===== src/rtl/cpu_trace_pkg.sv =====
// Shared definitions for the CPU retirement trace FIFO: record layout, kinds,
// FSM states and defaults.
package cpu_trace_pkg;

  localparam int unsigned REC_W         = 16;
  localparam int unsigned SEQ_W         = 3;
  localparam int unsigned DEFAULT_DEPTH = 8;

  localparam int unsigned SEQ_LSB  = 13;
  localparam int unsigned KIND_BIT = 12;
  localparam int unsigned PC_LSB   = 8;
  localparam int unsigned DEST_LSB = 4;
  localparam int unsigned DATA_LSB = 0;

  localparam logic KIND_REG = 1'b0;
  localparam logic KIND_MEM = 1'b1;

  typedef enum logic [1:0] {
    ST_IDLE    = 2'd0,
    ST_RUN     = 2'd1,
    ST_STOPPED = 2'd2
  } traceState_t;

  function automatic logic [REC_W-1:0] packRecord(
    input logic [SEQ_W-1:0] seq,
    input logic             kind,
    input logic [3:0]       pc,
    input logic [3:0]       dest,
    input logic [3:0]       data
  );
    logic [REC_W-1:0] rec;
    rec                      = '0;
    rec[SEQ_LSB +: SEQ_W]    = seq;
    rec[KIND_BIT]            = kind;
    rec[PC_LSB +: 4]         = pc;
    rec[DEST_LSB +: 4]       = dest;
    rec[DATA_LSB +: 4]       = data;
    return rec;
  endfunction

endpackage


===== src/rtl/cpu_trace_fifo_mem.sv =====
// First-word fall-through storage for trace records; a push into a full FIFO
// is accepted only when a pop frees a slot on the same edge.
module trace_fifo_mem
  import cpu_trace_pkg::*;
#(
  parameter int unsigned DEPTH = DEFAULT_DEPTH
) (
  input  logic             clock,
  input  logic             reset,
  input  logic             push,
  input  logic             pop,
  input  logic [REC_W-1:0] dataIn,
  output logic [REC_W-1:0] dataOut,
  output logic [4:0]       count
);

  localparam int unsigned AW = $clog2(DEPTH);

  logic [REC_W-1:0] mem [DEPTH];
  logic [AW-1:0]    wrPtr;
  logic [AW-1:0]    rdPtr;
  logic             isEmpty;
  logic             isFull;
  logic             doPush;
  logic             doPop;

  assign isEmpty = (count == '0);
  assign isFull  = (count == 5'(DEPTH));
  assign doPop   = pop && !isEmpty;
  assign doPush  = push && (!isFull || doPop);

  // Gated to zero when empty so reset forces the head to zero without clearing the array.
  assign dataOut = isEmpty ? '0 : mem[rdPtr];

  always_ff @(posedge clock) begin
    if (doPush) begin
      mem[wrPtr] <= dataIn;
    end
  end

  always_ff @(posedge clock or negedge reset) begin
    if (!reset) begin
      wrPtr <= '0;
      rdPtr <= '0;
      count <= '0;
    end else begin
      if (doPush) begin
        wrPtr <= wrPtr + 1'b1;
      end
      if (doPop) begin
        rdPtr <= rdPtr + 1'b1;
      end
      case ({doPush, doPop})
        2'b10:   count <= count + 5'd1;
        2'b01:   count <= count - 5'd1;
        default: count <= count;
      endcase
    end
  end

endmodule


===== src/rtl/cpu_trace_fifo.sv =====
// Captures retiring CPU register/memory writes as 16-bit trace records with a
// sequence number, an overflow counter and an optional stop-on-overflow mode.
module cpu_trace_fifo
  import cpu_trace_pkg::*;
#(
  parameter int unsigned DEPTH       = DEFAULT_DEPTH,
  parameter bit          STOP_ON_OVF = 1'b0
) (
  input  logic        clock,
  input  logic        reset,
  input  logic        enable,
  input  logic [3:0]  PC,
  input  logic        RegWrite,
  input  logic        MemWrite,
  input  logic [1:0]  addrRz,
  input  logic [3:0]  outDataMux,
  input  logic [3:0]  aluResult,
  input  logic [3:0]  Ry,
  input  logic        trace_ready,
  output logic        trace_valid,
  output logic [15:0] trace_data,
  output logic [4:0]  count,
  output logic        full,
  output logic        empty,
  output logic [7:0]  ovf_cnt,
  output logic        stopped
);

  traceState_t      state;
  logic [SEQ_W-1:0] seq;
  logic             capture;
  logic             popReq;
  logic             drop;
  logic [3:0]       dest;
  logic [3:0]       data;
  logic [REC_W-1:0] record;

  assign empty       = (count == '0);
  assign full        = (count == 5'(DEPTH));
  assign trace_valid = !empty;
  assign popReq      = trace_valid && trace_ready;
  assign capture     = (state == ST_RUN) && (RegWrite || MemWrite);
  assign drop        = capture && full && !popReq;

  // A memory write wins when both strobes are high.
  always_comb begin
    dest   = MemWrite ? aluResult : {2'b00, addrRz};
    data   = MemWrite ? Ry : outDataMux;
    record = packRecord(seq, MemWrite ? KIND_MEM : KIND_REG, PC, dest, data);
  end

  trace_fifo_mem #(
    .DEPTH(DEPTH)
  ) uMem (
    .clock  (clock),
    .reset  (reset),
    .push   (capture),
    .pop    (popReq),
    .dataIn (record),
    .dataOut(trace_data),
    .count  (count)
  );

  always_ff @(posedge clock or negedge reset) begin
    if (!reset) begin
      state   <= ST_IDLE;
      seq     <= '0;
      ovf_cnt <= '0;
      stopped <= 1'b0;
    end else begin
      if (capture) begin
        seq <= seq + 1'b1;
      end
      if (drop && (ovf_cnt != 8'hFF)) begin
        ovf_cnt <= ovf_cnt + 8'd1;
      end
      case (state)
        ST_IDLE: begin
          if (enable) begin
            state <= ST_RUN;
          end
        end
        ST_RUN: begin
          if (!enable) begin
            state   <= ST_IDLE;
            stopped <= 1'b0;
          end else if (drop && STOP_ON_OVF) begin
            state   <= ST_STOPPED;
            stopped <= 1'b1;
          end
        end
        ST_STOPPED: begin
          if (!enable) begin
            state   <= ST_IDLE;
            stopped <= 1'b0;
          end
        end
        default: begin
          state   <= ST_IDLE;
          stopped <= 1'b0;
        end
      endcase
    end
  end

endmodule


===== config.mk =====
export PLATFORM = sky130hd
export DESIGN_NAME = cpu_trace_fifo
export DESIGN_NICKNAME = d
export VERILOG_FILES = /design/src/rtl/cpu_trace_pkg.sv /design/src/rtl/cpu_trace_fifo_mem.sv /design/src/rtl/cpu_trace_fifo.sv
export SDC_FILE = /design/constraint.sdc
export NUM_CORES = 1
export LEC_CHECK = 0
export ABC_AREA = 1
export CORE_MARGIN = 2
export CORE_UTILIZATION = 46
export DETAILED_ROUTE_END_ITERATION = 10
export PLACE_DENSITY_LB_ADDON = 0.2
export SYNTH_ARGS = -nofsm -noshare
export SYNTH_HDL_FRONTEND = slang
export SYNTH_SLANG_ARGS = --single-unit

===== constraint.sdc =====
create_clock -name clock -period 4.85 [get_ports clock]
set_input_delay 0.97 -clock clock [delete_from_list [all_inputs] [get_ports clock]]
set_output_delay 0.97 -clock clock [all_outputs]
set_load 0.05 [all_outputs]

==> impl_metrics.json, run 1 <==
{
  "gr-total-overflow": 0,
  "num-fill-cells": 1159,
  "critical_path.max_stage_delay_ps": 490,
  "track_usage_pct": 20.2,
  "fp.coreArea_sq_mm": 0.0138,
  "slowest_stage": "inv_1",
  "netlist.area_leader.share_pct": 59.0,
  "intPower_w": 0.00306,
  "antenna_found_initial": 0,
  "syn-cell-area_sq_mm": 0.00651,
  "die_y_um": 123,
  "switching_power_w": 0.00216,
  "die-area_sq_mm": 0.0151,
  "wl_per_cell_um": 16.9,
  "cp-start-kind": "register",
  "ys_seq_area_share_pct": 67.9,
  "worst_slack_ps": 1480,
  "min_period_ps": 3370,
  "cts_tree": "yes",
  "nNetsFinal": 667,
  "tightest_slew_ps": 1080,
  "stdcell_area_sq_mm": 0.00780,
  "p_total_w": 0.00522,
  "ios": 57,
  "min_period_over_period_pct": 69.5,
  "h-tree-depth": 4,
  "vias": 4425,
  "finalWeightedCongestion": 0.781,
  "drt_iter0_drc": 439,
  "cts_buffer_depth": 2,
  "grt_start_max_net_pins": 66,
  "first_global_vias": 4393,
  "drive_gt1_share_pct": 11.7,
  "via_per_inst": 5.34,
  "comb_power_share_pct": 41.5,
  "critPathKind": "register to output port",
  "wl_um": 14000,
  "drtAntennaViolNets": 0,
  "ir_drop_mv": 0.322,
  "synth-seq-cells": 151,
  "drt-pass1-iter-count": 5,
  "final-max-slew-violation-count": 0,
  "postCtsResizedCells": 0,
  "hold_class": "register to register",
  "final_hold_viol_count": 0,
  "arrival_ps": 2400,
  "synth_warnings": 0,
  "setup_tns_ps": 0,
  "slew_headroom_pct": 27.6,
  "syn2layout_area_growth_pct": 19.9,
  "synth_cells": 574,
  "power_density_mw_per_mm2": 669,
  "grt_pass1_wl_um": 22800,
  "cap_violations": 0,
  "post_cts_buffers": 0,
  "synth.largest_area_cell": "edfxtp_1",
  "path_max_fanout": 46,
  "place_ws_ps": 1510,
  "p_sw_share_pct": 41.3,
  "p_seq_share_pct": 33.5,
  "path_clk_slew_ps": 60,
  "crit-reg2reg-launch": "uMem.count[1]",
  "skew_ps": 5.31,
  "start_util_pct": 47.1,
  "avgSynthCellArea_sq_um": 11.3,
  "power_leakage_nw": 2.99,
  "end_kind": "output port",
  "status": "finished, final reports clean",
  "rsz0062_at_grt": "false",
  "dp_hpwl_um": 8450,
  "drc_errors": 0,
  "row_count": 43,
  "cts_buffers": 17,
  "clock_sinks": 151,
  "cp-startpoint": "uMem.rdPtr[0]",
  "die_w_um": 123,
  "portBuffers": 55,
  "p_clk_share_pct": 25.0,
  "finalSetupViolCount": 0,
  "yosys-top-cells-area": "edfxtp_1, dfrtp_1, nor2_1, o21ai_0, nand2_1",
  "clockRootBuffer": "clkbuf_16",
  "holdBufCountCts": 0,
  "crit_path_frequent_cell": "nor2_1",
  "synth_fp_nets": 606,
  "min_from": "uMem.wrPtr[2]",
  "fmax_ghz": 0.297,
  "clock_latency_ps": 420,
  "path_cells": "inv_1 -> buf_12 -> o21ai_0 -> o22ai_1 -> nor2_1 -> nor2_1 -> buf_4",
  "worst_ep_required_time_ps": 3880,
  "diodes": 0,
  "placed_area_sq_mm": 0.00722,
  "ys_types": 31,
  "whs_ps": 543
}
[cells in the mapped netlist]
cell and n:
or2_1 1, nand2_2 3, nand3_2 2, nand2_1 91, nor2_1 123, xor2_1 2
buf_1 1, clkbuf_1 9, buf_6 2, nand4_4 1, inv_1 26, o21bai_1 1
o21ai_2 3, conb_1 1, ha_1 8, nor2_4 4, o211ai_1 16, nand3_4 1
nand3b_1 2, o22ai_1 16, o21ai_0 69, buf_4 6, nand4_1 1, xnor2_1 9
dfrtp_1 23, buf_2 9, a21oi_1 1, clkbuf_2 2, edfxtp_1 128, o21ai_4 1
nand3_1 12
[critical path, delay by kind of cell (launching register included)]
family	cells	cell delay (ps)
flip-flops	1	370
buffers and inverters	3	1010
AND/OR/NAND/NOR	2	260
AO/OA/AOI/OAI	2	300
[stage by stage]
stage / instances / utilization, %
after floorplan: 574 / -
after global placement: 796 / 52.2
after detailed placement: 796 / 52.2
after CTS: 828 / 56.4
after global routing: 828 / 56.4
final: 828 / 56.4
[cell usage in the layout (no fill, tap or decap), drive strengths merged]
master / count
o22ai: 16
a21oi: 1
nor2: 127
nand3: 15
o21bai: 1
nand3b: 2
xor2: 2
edfxtp: 128
nand2: 94
clkbuf: 18
o21ai: 73
bufinv: 3
clkdlybuf4s50: 39
dfrtp: 23
clkinvlp: 1
buf: 32
or2: 1
nand4: 2
inv: 27
o211ai: 16
conb: 1
xnor2: 9
ha: 8
clkinv: 9
[sequential cells by signal, indices dropped and copies added, names as in the netlist]
| name | cells |
|---|---|
| seq | 3 |
| uMem.rdPtr | 3 |
| ovf_cnt | 8 |
| uMem.wrPtr | 3 |
| uMem.mem | 128 |
| state | 1 |
| uMem.count | 5 |
[final timing paths]
path                             endpoint  slack [ps]  depth (start not counted)
min reg2reg                 uMem.wrPtr[2]         540                          2
min in group asynchronous      ovf_cnt[4]        1140                          1
max reg2reg                 uMem.count[4]        2240                         16
max in group asynchronous   uMem.rdPtr[0]        3060                          1
min                         uMem.wrPtr[2]         540                          2
max                        trace_data[14]        1480                          7
[layer usage]
layer / wire, um / track usage [%] / part of all wire (%) / vias to the layer above
met3: 801 / 4.70 / 5.7 / 23
li1: - / - / - / 2107
met1: 6190 / 26.6 / 44 / 2159
met5: 0 / 0 / 0 / -
met4: 312 / 8.31 / 2.2 / 0
met2: 6730 / 32.4 / 48 / 136
[final cells by class]
type / instances / area (sq um) / area share [%]
Clock buffer: 18 / 429 / 5.50
Clock inverter: 14 / 156 / 2.00
Inverter: 26 / 97.6 / 1.25
Multi-Input combinational cell: 368 / 1830 / 23.5
Sequential cell: 151 / 4420 / 56.6
Tap cell: 180 / 225 / 2.89
Timing Repair Buffer: 71 / 643 / 8.24
[cell families after synthesis]
kind of cell	count (synthesis)	synth area share [%]
simple gates	241	15.6
flops	151	67.9
compound gates	107	9.53
buf+inv	55	3.96
xor+xnor	11	1.48
fa+ha+maj	8	1.54
other cells	1	0.0576
[power by group through the flow]
stage | Clock [W] | Combinational, W | Sequential, W
floorplan | 0 | 0.00148 | 0.00184
global placement | 0 | 0.00215 | 0.00177
detailed placement | 0 | 0.00218 | 0.00177
CTS | 0.00133 | 0.00219 | 0.00175
global route | 0.00138 | 0.00238 | 0.00177
finish | 0.00131 | 0.00217 | 0.00175
(Power assumes the default switching activity.)
==> inputs of run 2 (changes only) <==
Clock period 4.85 ns to 2.91 ns, I/O delays scaled along.
==> impl_metrics.json, run 2 (synthesis results as in run 1) <==
{
  "post_cts_buffers": 0,
  "cts_buffers": 17,
  "worst_slack_ps": 119,
  "stdcell_area_sq_mm": 0.00784,
  "cp-start-kind": "register",
  "grt_start_max_net_pins": 52,
  "die_y_um": 123,
  "final-max-slew-violation-count": 0,
  "fp.coreArea_sq_mm": 0.0138,
  "drc_errors": 0,
  "path_clk_slew_ps": 60,
  "diodes": 0,
  "track_usage_pct": 19.9,
  "via_per_inst": 5.19,
  "drt-pass1-iter-count": 5,
  "portBuffers": 55,
  "wl_um": 13900,
  "layout_commonest_cell": "edfxtp_1",
  "comb_power_share_pct": 42.4,
  "tightest_slew_ps": 609,
  "die-area_sq_mm": 0.0151,
  "cts_buffer_depth": 2,
  "syn2layout_area_growth_pct": 20.4,
  "hold_class": "register to register",
  "intPower_w": 0.00507,
  "row_count": 43,
  "holdBufCountCts": 0,
  "wl_per_cell_um": 16.5,
  "seq_area_sq_mm": 0.00442,
  "final_hold_viol_count": 0,
  "power_density_mw_per_mm2": 1100,
  "dp_hpwl_um": 8730,
  "reg2reg_depth": 16,
  "clock_latency_ps": 430,
  "critical_path.max_stage_delay_ps": 800,
  "drtAntennaViolNets": 0,
  "holdPathStages": 2,
  "skew_ps": 9.69,
  "end_kind": "output port",
  "path_cells": "nor2_4 -> nand3_4 -> inv_1 -> clkdlybuf4s50_1",
  "p_seq_share_pct": 33.8,
  "first_global_vias": 4241,
  "worst_ep_required_time_ps": 2330,
  "nNetsFinal": 677,
  "finalWeightedCongestion": 0.769,
  "path_max_fanout": 11,
  "finalSetupViolCount": 0,
  "antenna_found_initial": 0,
  "ir_drop_mv": 0.779,
  "vias": 4348,
  "multi_input_area_sq_mm": 0.00183,
  "cap_violations": 0,
  "ios": 57,
  "power_leakage_nw": 3.02,
  "place_ws_ps": 129,
  "min_period_over_period_pct": 95.9,
  "clockRootBuffer": "clkbuf_16",
  "arrival_ps": 2210,
  "status": "finished, final reports clean",
  "clock_sinks": 151,
  "slew_headroom_pct": 59.4,
  "path_buf_inv": 2,
  "rsz0062_at_grt": "false",
  "drive_gt1_share_pct": 12.3,
  "top_register": "uMem.mem",
  "gr-total-overflow": 0,
  "setup_tns_ps": 0,
  "largest_reg_flops": 128,
  "utilization_pct": 56.7,
  "p_clk_share_pct": 23.8,
  "r2r_setup_slack_ps": 430,
  "die_w_um": 123,
  "min_period_ps": 2790,
  "slowest_stage": "clkdlybuf4s50_1",
  "drt_iter0_drc": 353,
  "placed_area_sq_mm": 0.00729,
  "grt_pass1_wl_um": 22100,
  "layout_common_cells": "edfxtp_1, nor2_1, nand2_1",
  "cts_tree": "yes",
  "p_total_w": 0.00865,
  "num-fill-cells": 1150,
  "h-tree-depth": 4,
  "p_sw_share_pct": 41.3,
  "critPathKind": "register to output port",
  "critical_path_cell_count": 4,
  "largest_registers": "uMem.mem: 128 flops, ovf_cnt: 8 flops, uMem.count: 5 flops",
  "postCtsResizedCells": 0,
  "path_delay_family": "buffers and inverters",
  "start_util_pct": 47.1,
  "switching_power_w": 0.00358,
  "fmax_ghz": 0.358
}
[run 2: final cells by class]
type	instances	area share, %
inverter	26	1.24
sequential	151	56.3
clock buffer	21	5.62
multi-input combinational	368	23.4
timing repair buffer	81	9.16
tap	180	2.87
clock inverter	11	1.37
[run 2: worst reg2reg max path, stage by stage (launching register included)]
cell and delay, ps:
dfrtp_1 460, nor2_4 210, nand3_4 210, nand2_1 180, inv_1 110, ha_1 290
nand2_1 80, inv_1 50, nor2_1 120, ha_1 160, inv_1 30, nand2_1 110
nand3_1 110, nand2_1 70, nand2_1 50, nand3_1 60, nand2_1 50
[run 2: power groups by stage]
stage | registers (W) | clock network [W] | logic (W)
detailed placement | 0.00297 | 0 | 0.00368
global route | 0.00296 | 0.00217 | 0.00400
finish | 0.00292 | 0.00206 | 0.00366
floorplan | 0.00307 | 0 | 0.00246
CTS | 0.00293 | 0.00209 | 0.00369
global placement | 0.00296 | 0 | 0.00362
[run 2: path summary, 6_finish.rpt]
kind	startpoint	endpoint
hold / removal	ovf_cnt[1]	ovf_cnt[1]
setup / recovery	uMem.count[2]	empty
setup reg to reg	uMem.count[2]	uMem.count[4]
max in group asynchronous	reset	uMem.count[1]
hold reg to reg	ovf_cnt[1]	ovf_cnt[1]
min in group asynchronous	reset	ovf_cnt[5]
[run 2: stage by stage]
step	hold slack, ps	instances
after floorplan	286	574
after global placement	502	806
after global routing	554	838
after CTS	529	838
after detailed placement	515	806
final	523	838
[run 2: layer usage]
layer / vias to the layer above / GRT usage, % / wire length [um]
met5: - / 0 / 0
met4: 0 / 7.74 / 207
met3: 20 / 5.03 / 595
met2: 113 / 32.4 / 6730
met1: 2093 / 25.8 / 6340
li1: 2122 / - / -
==> inputs of run 3 (changes only) <==
--- a/config.mk
+++ b/config.mk
@@ -14,2 +14,3 @@
 export SYNTH_HDL_FRONTEND = slang
+export SYNTH_HIERARCHICAL = 1
 export SYNTH_SLANG_ARGS = --single-unit
==> constraint.sdc (replaced) <==
create_clock -name clock -period 2.91 [get_ports clock]
set_input_delay 0.4365 -clock clock [delete_from_list [all_inputs] [get_ports clock]]
set_output_delay 0.4365 -clock clock [all_outputs]
set_load 0.05 [all_outputs]
==> impl_metrics.json, run 3 <==
{
  "status": "finished, final reports clean",
  "fmax_ghz": 0.364,
  "antenna_found_initial": 0,
  "worst_slack_ps": 164,
  "path_buf_inv": 2,
  "arrival_ps": 2310,
  "path_max_fanout": 17,
  "path_delay_family": "buffers and inverters",
  "drt-pass1-iter-count": 5,
  "wl_met1_um": 6240,
  "hold_class": "input pin to asynchronous set/reset pin",
  "ir_drop_mv": 0.739,
  "portBuffers": 55,
  "place_ws_ps": 185,
  "final_hold_viol_count": 0,
  "synth_warnings": 6,
  "wl_um": 14200,
  "postCtsResizedCells": 0,
  "drive_gt1_share_pct": 13.9,
  "synth_fp_nets": 619,
  "dr_wl_met3_um": 532,
  "min_period_ps": 2750,
  "tightest_slew_ps": 606,
  "slowest_stage": "dfrtp_1",
  "syn-cell-area_sq_mm": 0.00662,
  "ys_types": 33,
  "skew_ps": 5.56,
  "cp-start-kind": "register",
  "async_flop_share_pct": 15.2,
  "final-max-slew-violation-count": 0,
  "largest_registers": "uMem/mem: 128 flops, ovf_cnt: 8 flops, uMem/count: 5 flops",
  "vias": 4464,
  "syn2layout_area_growth_pct": 19.3,
  "clockRootBuffer": "clkbuf_16",
  "ys.flop_type": "edfxtp_1",
  "ios": 57,
  "synth_edf_count": 128,
  "clock_latency_ps": 420,
  "p_total_w": 0.00864,
  "multi_input_area_sq_mm": 0.00190,
  "num-fill-cells": 1183,
  "h-tree-depth": 4,
  "nNetsFinal": 689,
  "min_period_over_period_pct": 94.4,
  "slew_headroom_pct": 59.6,
  "setup_tns_ps": 0,
  "holdBufCountCts": 0,
  "avgSynthCellArea_sq_um": 11.3,
  "path_clk_slew_ps": 50,
  "cts_tree": "yes",
  "seq_area_sq_mm": 0.00442,
  "synth.largest_area_cell": "edfxtp_1",
  "top_layer_used": "met4",
  "post_cts_buffers": 0,
  "die_y_um": 124,
  "synth_common_cells": "nor2_1, edfxtp_1, nand2_1, o21ai_0, inv_1",
  "rsz0062_at_grt": "false",
  "diodes": 0,
  "drtAntennaViolNets": 0,
  "synth-seq-cells": 151,
  "row_count": 43,
  "path_cells": "inv_2 -> o21ai_0 -> o22ai_1 -> nor2_1 -> nor2_1 -> buf_4",
  "end_kind": "output port",
  "ys_seq_area_share_pct": 66.8,
  "die-area_sq_mm": 0.0154,
  "cts_buffers": 17,
  "power_density_mw_per_mm2": 1090,
  "via_per_inst": 5.25,
  "netlist.area_leader.share_pct": 58.1,
  "route.met2.wl_um": 7290,
  "track_usage_pct": 20.6,
  "synth_most_common_cell": "nor2_1",
  "top_register": "uMem/mem",
  "power_leakage_nw": 2.97,
  "gr-total-overflow": 0,
  "largest_reg_flops": 128,
  "critical_path.max_stage_delay_ps": 610,
  "drt_iter0_drc": 428,
  "cts_buffer_depth": 2,
  "worst_ep_required_time_ps": 2470,
  "layout_common_cells": "nor2_1, edfxtp_1, nand2_1",
  "die_w_um": 124,
  "first_global_vias": 4513,
  "dp_hpwl_um": 8830,
  "layout_commonest_cell": "nor2_1",
  "cap_violations": 0,
  "finalWeightedCongestion": 0.776,
  "grt_pass1_wl_um": 23100,
  "r2r_setup_slack_ps": 320,
  "grt_start_max_net_pins": 48,
  "drc_errors": 0,
  "clock_sinks": 151,
  "start_util_pct": 47.3,
  "crit_path_frequent_cell": "nor2_1",
  "finalSetupViolCount": 0,
  "fp.coreArea_sq_mm": 0.0140,
  "synth_cells": 587,
  "wl_per_cell_um": 16.8,
  "whs_ps": 378,
  "yosys-top-cells-area": "edfxtp_1, dfrtp_1, nor2_1, nand2_1, o21ai_0",
  "critPathKind": "register to output port"
}
==> run 3: cell count changes after synthesis, moves of 4 or more <==
cell / previous run / this run
o21ai_1: 0 / 28
inv_1: 26 / 30
nor3_1: 0 / 6
o21ai_0: 69 / 41
buf_4: 6 / 10
o21ai_2: 3 / 8
buf_6: 2 / 6
nand2_1: 91 / 82
nand2_2: 3 / 8
nor2_1: 123 / 130
clkbuf_1: 9 / 3
==> run 3: power by group <==
part	total, W	switching [W]	leakage (nW)	internal [W]
combinational	0.00366	0.00252	1.26	0.00114
clock	0.00197	0.000770	0.255	0.00120
sequential	0.00301	0.000308	1.45	0.00270
==> run 3: metrics by stage <==
step / instance area (sq um) / util, % / cells
finish: 7900 / 56.4 / 850
global route: 7900 / 56.4 / 850
CTS: 7900 / 56.4 / 850
detailed placement: 7370 / 52.7 / 818
global placement: 7370 / 52.7 / 818
floorplan: 6650 / - / 587
==> run 3: cell families after synthesis <==
logic type | count (synthesis) | synth area share, %
other | 1 | 0.0567
AOI/OAI and AO/OA | 112 | 9.87
xor gates and xnor gates | 10 | 1.32
DFF | 151 | 66.8
and+or+nand+nor | 245 | 15.4
adders and majority gates | 8 | 1.51
buffers and inverters | 60 | 5.07
==> run 3: area by class of cell <==
cell class,instances,share of cell area (%)
Sequential cell,151,56.0
Multi-Input combinational cell,376,24.0
Timing Repair Buffer,80,9.00
Clock buffer,28,6.04
Tap cell,180,2.85
Inverter,31,1.47
Clock inverter,4,0.618
==> run 3: metal layers <==
| layer | track usage (%) | vias up |
|---|---|---|
| met3 | 5.27 | 14 |
| met5 | 0 | - |
| met2 | 34.5 | 111 |
| met4 | 7.58 | 0 |
| met1 | 26.0 | 2170 |
| li1 | - | 2169 |
==> run 3: path summary, 6_finish.rpt <==
path,start,to,cells past startpoint
max,uMem/rdPtr[1],trace_data[15],6
min,reset,ovf_cnt[7],2
max reg2reg,uMem/count[1],uMem/count[4],18
min reg2reg,uMem/wrPtr[0],uMem/wrPtr[0],2
max in group asynchronous,reset,uMem/rdPtr[0],2
min in group clock,enable,state[0],1
==> run 3: worst register-to-register path, stage by stage, from the launching register on <==
cell and delay, ps:
dfrtp_2 460, nor2_1 240, nand3_4 110, nand2_2 110, inv_1 90, nor2_1 100
nand3_1 120, nand2_2 100, ha_1 280, nor2_1 60, nor2_1 160, ha_1 160
inv_1 40, nand2_1 90, nand3_1 110, nand2_1 90, nand2_1 50, nand3_1 70
nand2_1 50
